`config.mk`:
```
export PLATFORM = sky130hd
export DESIGN_NAME = if_id_fetch_stage_flat
export DESIGN_NICKNAME = d
export VERILOG_FILES = /design/src/rtl/if_id_fetch_stage_if.sv /design/src/rtl/if_id_fetch_stage.sv /design/src/flat_wrapper.sv
export SDC_FILE = /design/constraint.sdc
export NUM_CORES = 1
export LEC_CHECK = 0
export ABC_AREA = 1
export CAP_MARGIN = 20
export CORE_ASPECT_RATIO = 1.4
export CORE_MARGIN = 2
export CORE_UTILIZATION = 30
export DETAILED_ROUTE_END_ITERATION = 10
export PLACE_DENSITY_LB_ADDON = 0.08
export SLEW_MARGIN = 20
export SYNTH_ARGS = -nofsm -noshare
export SYNTH_HDL_FRONTEND = slang
export SYNTH_SLANG_ARGS = --single-unit
```
`constraint.sdc`:
```
create_clock -name clk -period 2.65 [get_ports clk]
set_clock_uncertainty 0.1 [all_clocks]
set_input_delay 0.265 -clock clk [delete_from_list [all_inputs] [get_ports clk]]
set_output_delay 0.265 -clock clk [all_outputs]
set_load 0.01 [all_outputs]
```
`src/rtl/if_id_fetch_stage_if.sv`:
```
// Instruction memory bus between the fetch stage and instruction memory.
// master: drives imem_addr, receives imem_data (async read).
interface if_id_fetch_stage_if;
  logic [7:0] imem_addr;
  logic [7:0] imem_data;

  modport master (
    output imem_addr,
    input  imem_data
  );

  modport slave (
    input  imem_addr,
    output imem_data
  );
endinterface

```
`src/rtl/if_id_fetch_stage.sv`:
```
// IF stage + IF/ID register: owns PC, reset/interrupt vector loads,
// trailing immediate capture; optional FETCH_PERF_CNT_EN fetch counter.
// Ports: clk, rst (sync, high); imem (master bus); control-unit
// enables; EX redirect; id_* IF/ID outputs; perf_fetch_cnt (optional).
module if_id_fetch_stage #(
  parameter logic [7:0] RESET_VEC_ADDR = 8'h00,
  parameter logic [7:0] INT_VEC_ADDR   = 8'h01,
  parameter logic [3:0] TWO_BYTE_OP    = 4'hC
) (
  input  logic       clk,
  input  logic       rst,
  if_id_fetch_stage_if.master imem,
  input  logic       pc_write_en,
  input  logic       if_id_write_en,
  input  logic       inject_bubble,
  input  logic       inject_int,
  input  logic       branch_taken,
  input  logic [7:0] branch_target,
  output logic [3:0] id_opcode,
  output logic [1:0] id_ra,
  output logic [1:0] id_rb,
  output logic [7:0] id_imm,
  output logic       id_imm_valid,
  output logic [7:0] id_pc_plus1,
  output logic       id_valid,
  output logic       id_int
`ifdef FETCH_PERF_CNT_EN
  ,
  output logic [15:0] perf_fetch_cnt
`endif
);

  typedef enum logic [1:0] {
    S_RST_VEC,
    S_RUN,
    S_IMM,
    S_INT_VEC
  } state_t;

  state_t     r_state;
  state_t     w_state_n;
  logic [7:0] r_pc;
  logic [7:0] w_pc_n;
  logic [7:0] r_instr;
  logic [7:0] w_instr_n;
  logic [7:0] r_imm;
  logic [7:0] w_imm_n;
  logic       r_imm_valid;
  logic       w_imm_valid_n;
  logic [7:0] r_pc1;
  logic [7:0] w_pc1_n;
  logic       r_valid;
  logic       w_valid_n;
  logic       r_int;
  logic       w_int_n;
  logic       r_pend;
  logic       w_pend_n;
  logic       w_fetch;
  logic       w_clr;
  logic [7:0] w_addr;

  assign imem.imem_addr = w_addr;

  always_comb begin
    w_state_n     = r_state;
    w_pc_n        = r_pc;
    w_instr_n     = r_instr;
    w_imm_n       = r_imm;
    w_imm_valid_n = r_imm_valid;
    w_pc1_n       = r_pc1;
    w_valid_n     = r_valid;
    w_int_n       = r_int;
    w_pend_n      = r_pend;
    w_fetch       = 1'b0;
    w_clr         = 1'b0;
    w_addr        = r_pc;

    unique case (r_state)
      S_RST_VEC: begin
        w_addr    = RESET_VEC_ADDR;
        w_pc_n    = imem.imem_data;
        w_state_n = S_RUN;
        w_clr     = 1'b1;
        w_pend_n  = r_pend | inject_int;
      end
      S_RUN: begin
        if (branch_taken) begin
          w_pc_n   = branch_target;
          w_clr    = 1'b1;
          // a request racing the redirect is held, not lost
          w_pend_n = r_pend | inject_int;
        end else if (inject_int || r_pend) begin
          // phantom: return address is the un-issued instruction
          w_instr_n     = 8'h00;
          w_imm_n       = 8'h00;
          w_imm_valid_n = 1'b0;
          w_pc1_n       = r_pc;
          w_valid_n     = 1'b1;
          w_int_n       = 1'b1;
          w_pend_n      = 1'b0;
          w_state_n     = S_INT_VEC;
        end else begin
          if (pc_write_en) begin
            w_pc_n = r_pc + 8'd1;
          end
          if (inject_bubble) begin
            w_clr = 1'b1;
          end else if (if_id_write_en) begin
            w_instr_n     = imem.imem_data;
            w_imm_n       = 8'h00;
            w_imm_valid_n = 1'b0;
            w_pc1_n       = r_pc + 8'd1;
            w_valid_n     = 1'b1;
            w_int_n       = 1'b0;
            w_fetch       = 1'b1;
            if (imem.imem_data[7:4] == TWO_BYTE_OP
                && pc_write_en) begin
              w_state_n = S_IMM;
            end
          end
        end
      end
      S_IMM: begin
        w_pend_n = r_pend | inject_int;
        if (branch_taken) begin
          w_pc_n    = branch_target;
          w_clr     = 1'b1;
          w_state_n = S_RUN;
        end else begin
          w_imm_n       = imem.imem_data;
          w_imm_valid_n = 1'b1;
          w_pc_n        = r_pc + 8'd1;
          w_pc1_n       = r_pc + 8'd1;
          w_state_n     = S_RUN;
        end
      end
      S_INT_VEC: begin
        w_addr    = INT_VEC_ADDR;
        w_pc_n    = imem.imem_data;
        w_clr     = 1'b1;
        w_state_n = S_RUN;
        w_pend_n  = r_pend | inject_int;
      end
      default: begin
        w_state_n = S_RUN;
      end
    endcase

    if (w_clr) begin
      w_instr_n     = 8'h00;
      w_imm_n       = 8'h00;
      w_imm_valid_n = 1'b0;
      w_pc1_n       = 8'h00;
      w_valid_n     = 1'b0;
      w_int_n       = 1'b0;
    end
  end

  always_ff @(posedge clk) begin
    if (rst) begin
      r_state     <= S_RST_VEC;
      r_pc        <= 8'h00;
      r_pend      <= 1'b0;
      r_instr     <= 8'h00;
      r_imm       <= 8'h00;
      r_imm_valid <= 1'b0;
      r_pc1       <= 8'h00;
      r_valid     <= 1'b0;
      r_int       <= 1'b0;
    end else begin
      r_state     <= w_state_n;
      r_pc        <= w_pc_n;
      r_pend      <= w_pend_n;
      r_instr     <= w_instr_n;
      r_imm       <= w_imm_n;
      r_imm_valid <= w_imm_valid_n;
      r_pc1       <= w_pc1_n;
      r_valid     <= w_valid_n;
      r_int       <= w_int_n;
    end
  end

  assign id_opcode    = r_instr[7:4];
  assign id_ra        = r_instr[3:2];
  assign id_rb        = r_instr[1:0];
  assign id_imm       = r_imm;
  assign id_imm_valid = r_imm_valid;
  assign id_pc_plus1  = r_pc1;
  assign id_valid     = r_valid;
  assign id_int       = r_int;

`ifdef FETCH_PERF_CNT_EN
  logic [15:0] r_perf;

  always_ff @(posedge clk) begin
    if (rst) begin
      r_perf <= 16'h0000;
    end else if (w_fetch && r_perf != 16'hFFFF) begin
      r_perf <= r_perf + 16'd1;
    end
  end

  assign perf_fetch_cnt = r_perf;
`else
  logic w_fetch_unused;
  assign w_fetch_unused = w_fetch;
`endif

endmodule

```
`src/flat_wrapper.sv`:
```
// flat-port wrapper written by rule: the top's interface ports become plain ports
module if_id_fetch_stage_flat 
#(
  parameter logic [7:0] RESET_VEC_ADDR = 8'h00,
  parameter logic [7:0] INT_VEC_ADDR   = 8'h01,
  parameter logic [3:0] TWO_BYTE_OP    = 4'hC
)
  (clk, rst, pc_write_en, if_id_write_en, inject_bubble, inject_int, branch_taken, branch_target, id_opcode, id_ra, id_rb, id_imm, id_imm_valid, id_pc_plus1, id_valid, id_int, imem_imem_addr, imem_imem_data);
  if_id_fetch_stage_if imem_i ();
  input  logic clk;
  input  logic rst;
  input  logic pc_write_en;
  input  logic if_id_write_en;
  input  logic inject_bubble;
  input  logic inject_int;
  input  logic branch_taken;
  input  logic [7:0] branch_target;
  output logic [3:0] id_opcode;
  output logic [1:0] id_ra;
  output logic [1:0] id_rb;
  output logic [7:0] id_imm;
  output logic id_imm_valid;
  output logic [7:0] id_pc_plus1;
  output logic id_valid;
  output logic id_int;
  output wire logic [$bits(imem_i.imem_addr)-1:0] imem_imem_addr;
  input wire logic [$bits(imem_i.imem_data)-1:0] imem_imem_data;
  assign imem_imem_addr = imem_i.imem_addr;
  assign imem_i.imem_data = imem_imem_data;
  if_id_fetch_stage #(.RESET_VEC_ADDR(RESET_VEC_ADDR), .INT_VEC_ADDR(INT_VEC_ADDR), .TWO_BYTE_OP(TWO_BYTE_OP)) u_core (.clk(clk), .rst(rst), .imem(imem_i), .pc_write_en(pc_write_en), .if_id_write_en(if_id_write_en), .inject_bubble(inject_bubble), .inject_int(inject_int), .branch_taken(branch_taken), .branch_target(branch_target), .id_opcode(id_opcode), .id_ra(id_ra), .id_rb(id_rb), .id_imm(id_imm), .id_imm_valid(id_imm_valid), .id_pc_plus1(id_pc_plus1), .id_valid(id_valid), .id_int(id_int));
endmodule
```
-- Word-level counts from Yosys, hierarchy flattened
Index checks and enable logic that the tools add are counted.
- register bits: 38
- latch bits: 0
- RAM bits: 0
- memory bits (read-only): 0
- input bits: 23
- output and inout port bits: 35
- word-level logic and storage cells: 82
- memories kept: 0
- add/sub/neg operators: 1
- multipliers: 0
- divide/modulo/power cells: 0
- magnitude comparators: 0
- equal/unequal tests: 13
- shift-type cells: 0
- muxes and demuxes: 45
- bitwise gates (word level): 2
- reduce and logical (&&, ||, !) cells: 12
- operators with widths (cell ; number):
    $mux W8 ; 17
    $pmux W8 S2 ; 3
    $pmux W8 S3 ; 1
    $mux W1 ; 15
    $mux W2 ; 5
    $ne A3 B2 Y1 const B ; 3
    $add A8 B1 Y8 const B ; 1
    $reduce_and A4 Y1 ; 2
    $ne A3 B3 Y1 const B ; 2
    $reduce_and A5 Y1 ; 1
    $eq A2 B2 Y1 const B ; 2
    $eq A4 B4 Y1 const B ; 1
    $ne A2 B2 Y1 const B ; 2
    $pmux W1 S2 ; 2
    $pmux W2 S2 ; 1
    $reduce_bool A2 Y1 ; 2
    $reduce_or A2 Y1 ; 2
    $ne A3 B1 Y1 const B ; 1
    $pmux W1 S3 ; 1
    $reduce_or A3 Y1 ; 1
    $eq A2 B1 Y1 const B ; 1
    $logic_not A2 Y1 ; 1
    $ne A2 B1 Y1 const B ; 1
    $reduce_and A2 Y1 ; 1
    other kinds (4) ; 4

-- Logic depth before layout (Yosys ltp)
- depth after elaboration: 8
- mapped depth: 10
- gate-level depth less buffers: 10

-- Worst setup path after synthesis
No wires, ideal clock.
- kind: reg2out
- start point: register u_core.r_state[0]
- end point: output imem_imem_addr[0]
- arrival time: 1.321 ns
- required time: 2.285 ns
- path slack: 0.964 ns
- cell stages (with the launch flop): 6
- buffers on the path: 2
- cell sequence: dfxtp_1 inv_1 ha_1 buf_2 clkbuf_1 o21ai_0
- longest elaborated chain between the ends: 2
- elaborated cells on any way between the ends: 3
- those cells by class: eq/ne: 1; mux: 1; reduce/logical: 1
- ends and longest elaborated chain (item ; line ; source):
    start: declaration ; if_id_fetch_stage.sv:40 ; state_t r_state;
    start signal: assignment ; if_id_fetch_stage.sv:171 ; r_state <= w_state_n;
    $eq A2 B2 Y1 / $logic_not A2 Y1 (equally long branches) ; if_id_fetch_stage.sv:78 ; unique case (r_state)
    $pmux W8 S2 * ; if_id_fetch_stage.sv:78 ;
    end: declaration ; flat_wrapper.sv:26 ; output wire logic [$bits(imem_i.imem_addr)-1:0] imem_imem_addr;
Mark *: on every way between the ends. The rest lies on a longest branch, timed or not.

-- Final worst setup path
- start point: register u_core.r_state[0]
- end point: output imem_imem_addr[1]
Same word-level chain as after synthesis.

==> out/qor_table.md <==
| Step | Quantity | Reported |
| --- | --- | --- |
| run status | Outcome | completed |
| finish | Final core utilization | 0.420 |
| synthesis | Synthesized netlist cell count | 280 |
| power | Combinational power share | 0.205 |
| timing | Slew at the pin closest to its max-slew limit | 0.417 ns |
| critical path | Kind of start point of the critical path | flip-flop |
| placed design | Count of port buffers added during placement | 57 |
| min path | Worst hold endpoint | u_core.id_imm[2] |
| finish | Most used cells in the layout excluding fill and tap cells | nand2_1, clkdlybuf4s50_1, dfxtp_1, a21oi_1, nand3_1 |
| critical path | Crit Path Max Fanout | 11 |
| timing | Max-Slew Margin vs Limit | 0.722 |
| die | Die area | 0.00730 mm2 |
| timing | Tmin final | 2.41 ns |
| clocking | Clock tree from TritonCTS | yes |
| clocking | Number of hold-repair buffers added at the cts stage | 0 |
| critical path | Capture point of the worst reg-to-reg path | u_core.r_instr[2] |
| min path | Startpoint of the most critical hold path | u_core.id_imm[2] |
| global routing | First-pass GRT wire length | 9260 um |
| global routing | Number of global-route vias before repair | 1907 |
| die | Io pins | 58 |
| power | Worst vdd rail ir drop | 0.254 mV |
| die | Starting density of the core | 0.307 |
| clocking | Clock tree root buffer cell | clkbuf_8 |
| timing | Final hold vios | 0 |
| finish | Fin area | 0.00272 mm2 |
| finish | Commonest non-fill, non-tap cell in the layout | nand2_1 |
| min path | Worst hold path class | flip-flop to flip-flop |
| clocking | Number of buffers created by CTS | 5 |
| clocking | Worst-skew pair later-pin latency | 0.30 ns |
| detailed routing | Via density | 4.83 |
| global routing | Pin count of the biggest net entering global routing | 18 |
| critical path | Worst Reg2Reg Path Length in Cells | 8 |
| power | Total chip power | 1.55 mW |
| synthesis | Ranking of synthesized cells by area | dfxtp_1, nand2_1, a21oi_1 |
| synthesis | Total nets after synthesis | 307 |
| die | Horizontal extent of the die | 72.8 um |
| placed design | Post-place instance area | 0.00258 mm2 |
| clocking | H-tree level count | 2 |
| critical path | Crit-path slowest cell | clkdlybuf4s50_1 |
| run | Max-cap check violation count | 0 |
| critical path | Data required time at the worst endpoint | 2.29 ns |
| synthesis | Number of synthesized register bits | 38 |
| timing | Endpoints failing setup | 0 |
| critical path | List of cells traversed by the critical path | inv_1 -> ha_1 -> buf_4 -> nor2_1 -> clkdlybuf4s50_1 |
| timing | Unrepaired setup endpoints after global routing | no |
| clocking | Count of clock tree sinks | 38 |
| global routing | GRT Total Usage | 0.163 |
| detailed routing | DRC marker count from the first detailed-route iteration | 96 |
| synthesis | Biggest area consumer among synthesized cells | dfxtp_1 |
| power | Internal Pwr Total | 1.10 mW |
| critical path | Peak per-stage delay on the critical path | 0.53 ns |
| detailed routing | Number of nets with antenna violations after routing | 0 |
| detailed routing | Number of DRC violations after detailed routing | 0 |
| min path | Hold Path Depth | 2 |
| finish | # diodes | 0 |
| timing | Top achievable clock speed | 416 MHz |
| synthesis | Synth unique cells | 30 |
| clocking | Maximum buffer depth of the clock tree | 2 |
| placed design | Detailed placement HPWL | 4250 um |
| synthesis | Yosys top cell area share | 0.383 |
| critical path | Capturing element type of the critical path | primary output |
| synthesis | Netlist area before placement | 0.00199 mm2 |
| power | Clock network fraction of design power | 0.393 |
| clocking | Clock-pin slew of the registers on the worst-case setup and hold paths | 0.08 ns |
| die | Vertical die dimension | 100 um |
| critical path | Worst EP arrival | 2.04 ns |
| critical path | Slack of the worst reg-to-reg path | 0.79 ns |
| finish | Area added between synthesis and finish | 36.9% |
| clocking | Buffers inserted by post-CTS timing repair | 0 |
| power | Portion of total power attributed to sequential cells | 0.403 |
| timing | Setup total negative slack | 0 ns |
| power | Switching part of the total power | 0.287 |
| critical path | RR Startpoint | u_core.r_state[0] |
| detailed routing | Routed vias | 1992 |
| power | Cell Pwr Density | 569 mW/mm2 |
| detailed routing | Total wire length after detailed routing | 5630 um |
| timing | Period utilization | 0.908 |
| placed design | Routability Congestion | 0.831 |
| detailed routing | First-pass detailed-route iteration total | 4 |
| critical path | Worst Setup Path Type | flip-flop to primary output |
| synthesis | Yosys warnings | 0 |
| global routing | Antenna violations before repair | 0 |
| finish | Share of layout cells above drive strength 1 | 0.0976 |
| die | Placeable core region | 0.00648 mm2 |
| die | FP Rows | 35 |
| power | Switching component of the power | 444 uW |
| finish | Net count, final | 364 |
| synthesis | Post-synthesis sequential area ratio | 0.383 |
| global routing | Gr ovfl total | 0 |
| timing | Final Max Tran Viols | 0 |
| synthesis | Synthesized area divided by synthesized cell count | 7.10 um2 |
| clocking | Number of resized instances in the post-cts repair step | 0 |
| power | Cell leakage power | 1.03 nW |
| detailed routing | Detailed-route wire length per cell | 13.7 um |
## flip-flops by register name (all words and copies together), names as in the netlist
name,cells
u_core.r_pend,1
u_core.id_pc_plus1,8
u_core.id_imm,8
u_core.r_pc,8
u_core.id_imm_valid,1
u_core.r_state,2
u_core.id_int,1
u_core.id_valid,1
u_core.r_instr,8
## routing by layer
layer  up-vias  track usage  routed length [um]
met1       884        0.199                2490
met3        11       0.0291                 258
met2        66        0.280                2750
met4         0       0.0627                 134
li1       1031            -                   -
met5         -            0                   0
## cells by family after synthesis
logic type               count (synthesis)  share of synthesized area
adder cells (fa/ha/maj)                  4                     0.0252
buffers and inverters                   40                      0.103
AO/OA/AOI/OAI                           64                      0.191
flip-flops                              38                      0.383
XOR/XNOR                                 1                    0.00441
AND/OR/NAND/NOR                        133                      0.293
## critical path, delay by kind of cell, from the launching register on
kind,cells,cell delay (ns)
flip-flops,1,0.37
adder cells (fa/ha/maj),1,0.44
AND/OR/NAND/NOR,1,0.10
buffers and inverters,3,0.83
## per-stage QoR
step / worst slack [ns] / hold slack, ns / cells
4_1_cts: 0.239 / 0.370 / 412
3_3_place_gp: 0.597 / 0.352 / 404
3_5_place_dp: 0.544 / 0.357 / 404
5_1_grt: 0.121 / 0.377 / 412
2_1_floorplan: 0.964 / 0.234 / 280
6_report: 0.244 / 0.368 / 412
## cell type report
type                    instances  area, um2
fillers                       703       3760
multi-input cells             202       1020
flip-flops and latches         38        761
repair buffers                 60        593
inverters                      30        115
well taps                      74       92.6
clock buffers                   5       68.8
clock inverters                 3       68.8
## power by group through the flow
| stage | sequential (mW) | clock, mW | combinational, mW |
|---|---|---|---|
| after floorplan | 0.631 | 0 | 0.205 |
| after global placement | 0.637 | 0 | 0.319 |
| after detailed placement | 0.635 | 0 | 0.319 |
| after CTS | 0.623 | 0.620 | 0.321 |
| after global routing | 0.628 | 0.645 | 0.354 |
| final | 0.623 | 0.608 | 0.316 |
## cell usage after synthesis, drive strengths merged
cell type  instances
xor2               1
nand4              2
nand3             26
nor2              29
clkinv             1
o21ai             14
dfxtp             38
nor3               1
o211ai             9
clkbuf             2
inv               29
a31oi              2
a211oi             1
nand2             74
ha                 4
buf                8
a21oi             38
or2                1
## how the worst max path moves through the flow
stage,slack (ns),start,depth (start not counted),end
CTS,0.24,u_core.r_state[0],5,imem_imem_addr[4]
detailed placement,0.54,inject_int,9,u_core.id_pc_plus1[7]
floorplan,0.96,u_core.r_state[0],5,imem_imem_addr[0]
finish,0.24,u_core.r_state[0],5,imem_imem_addr[1]
global placement,0.60,u_core.r_state[0],5,imem_imem_addr[2]
global route,0.12,u_core.r_state[0],5,imem_imem_addr[1]
No activity file was read; power rests on OpenSTA's default activity.
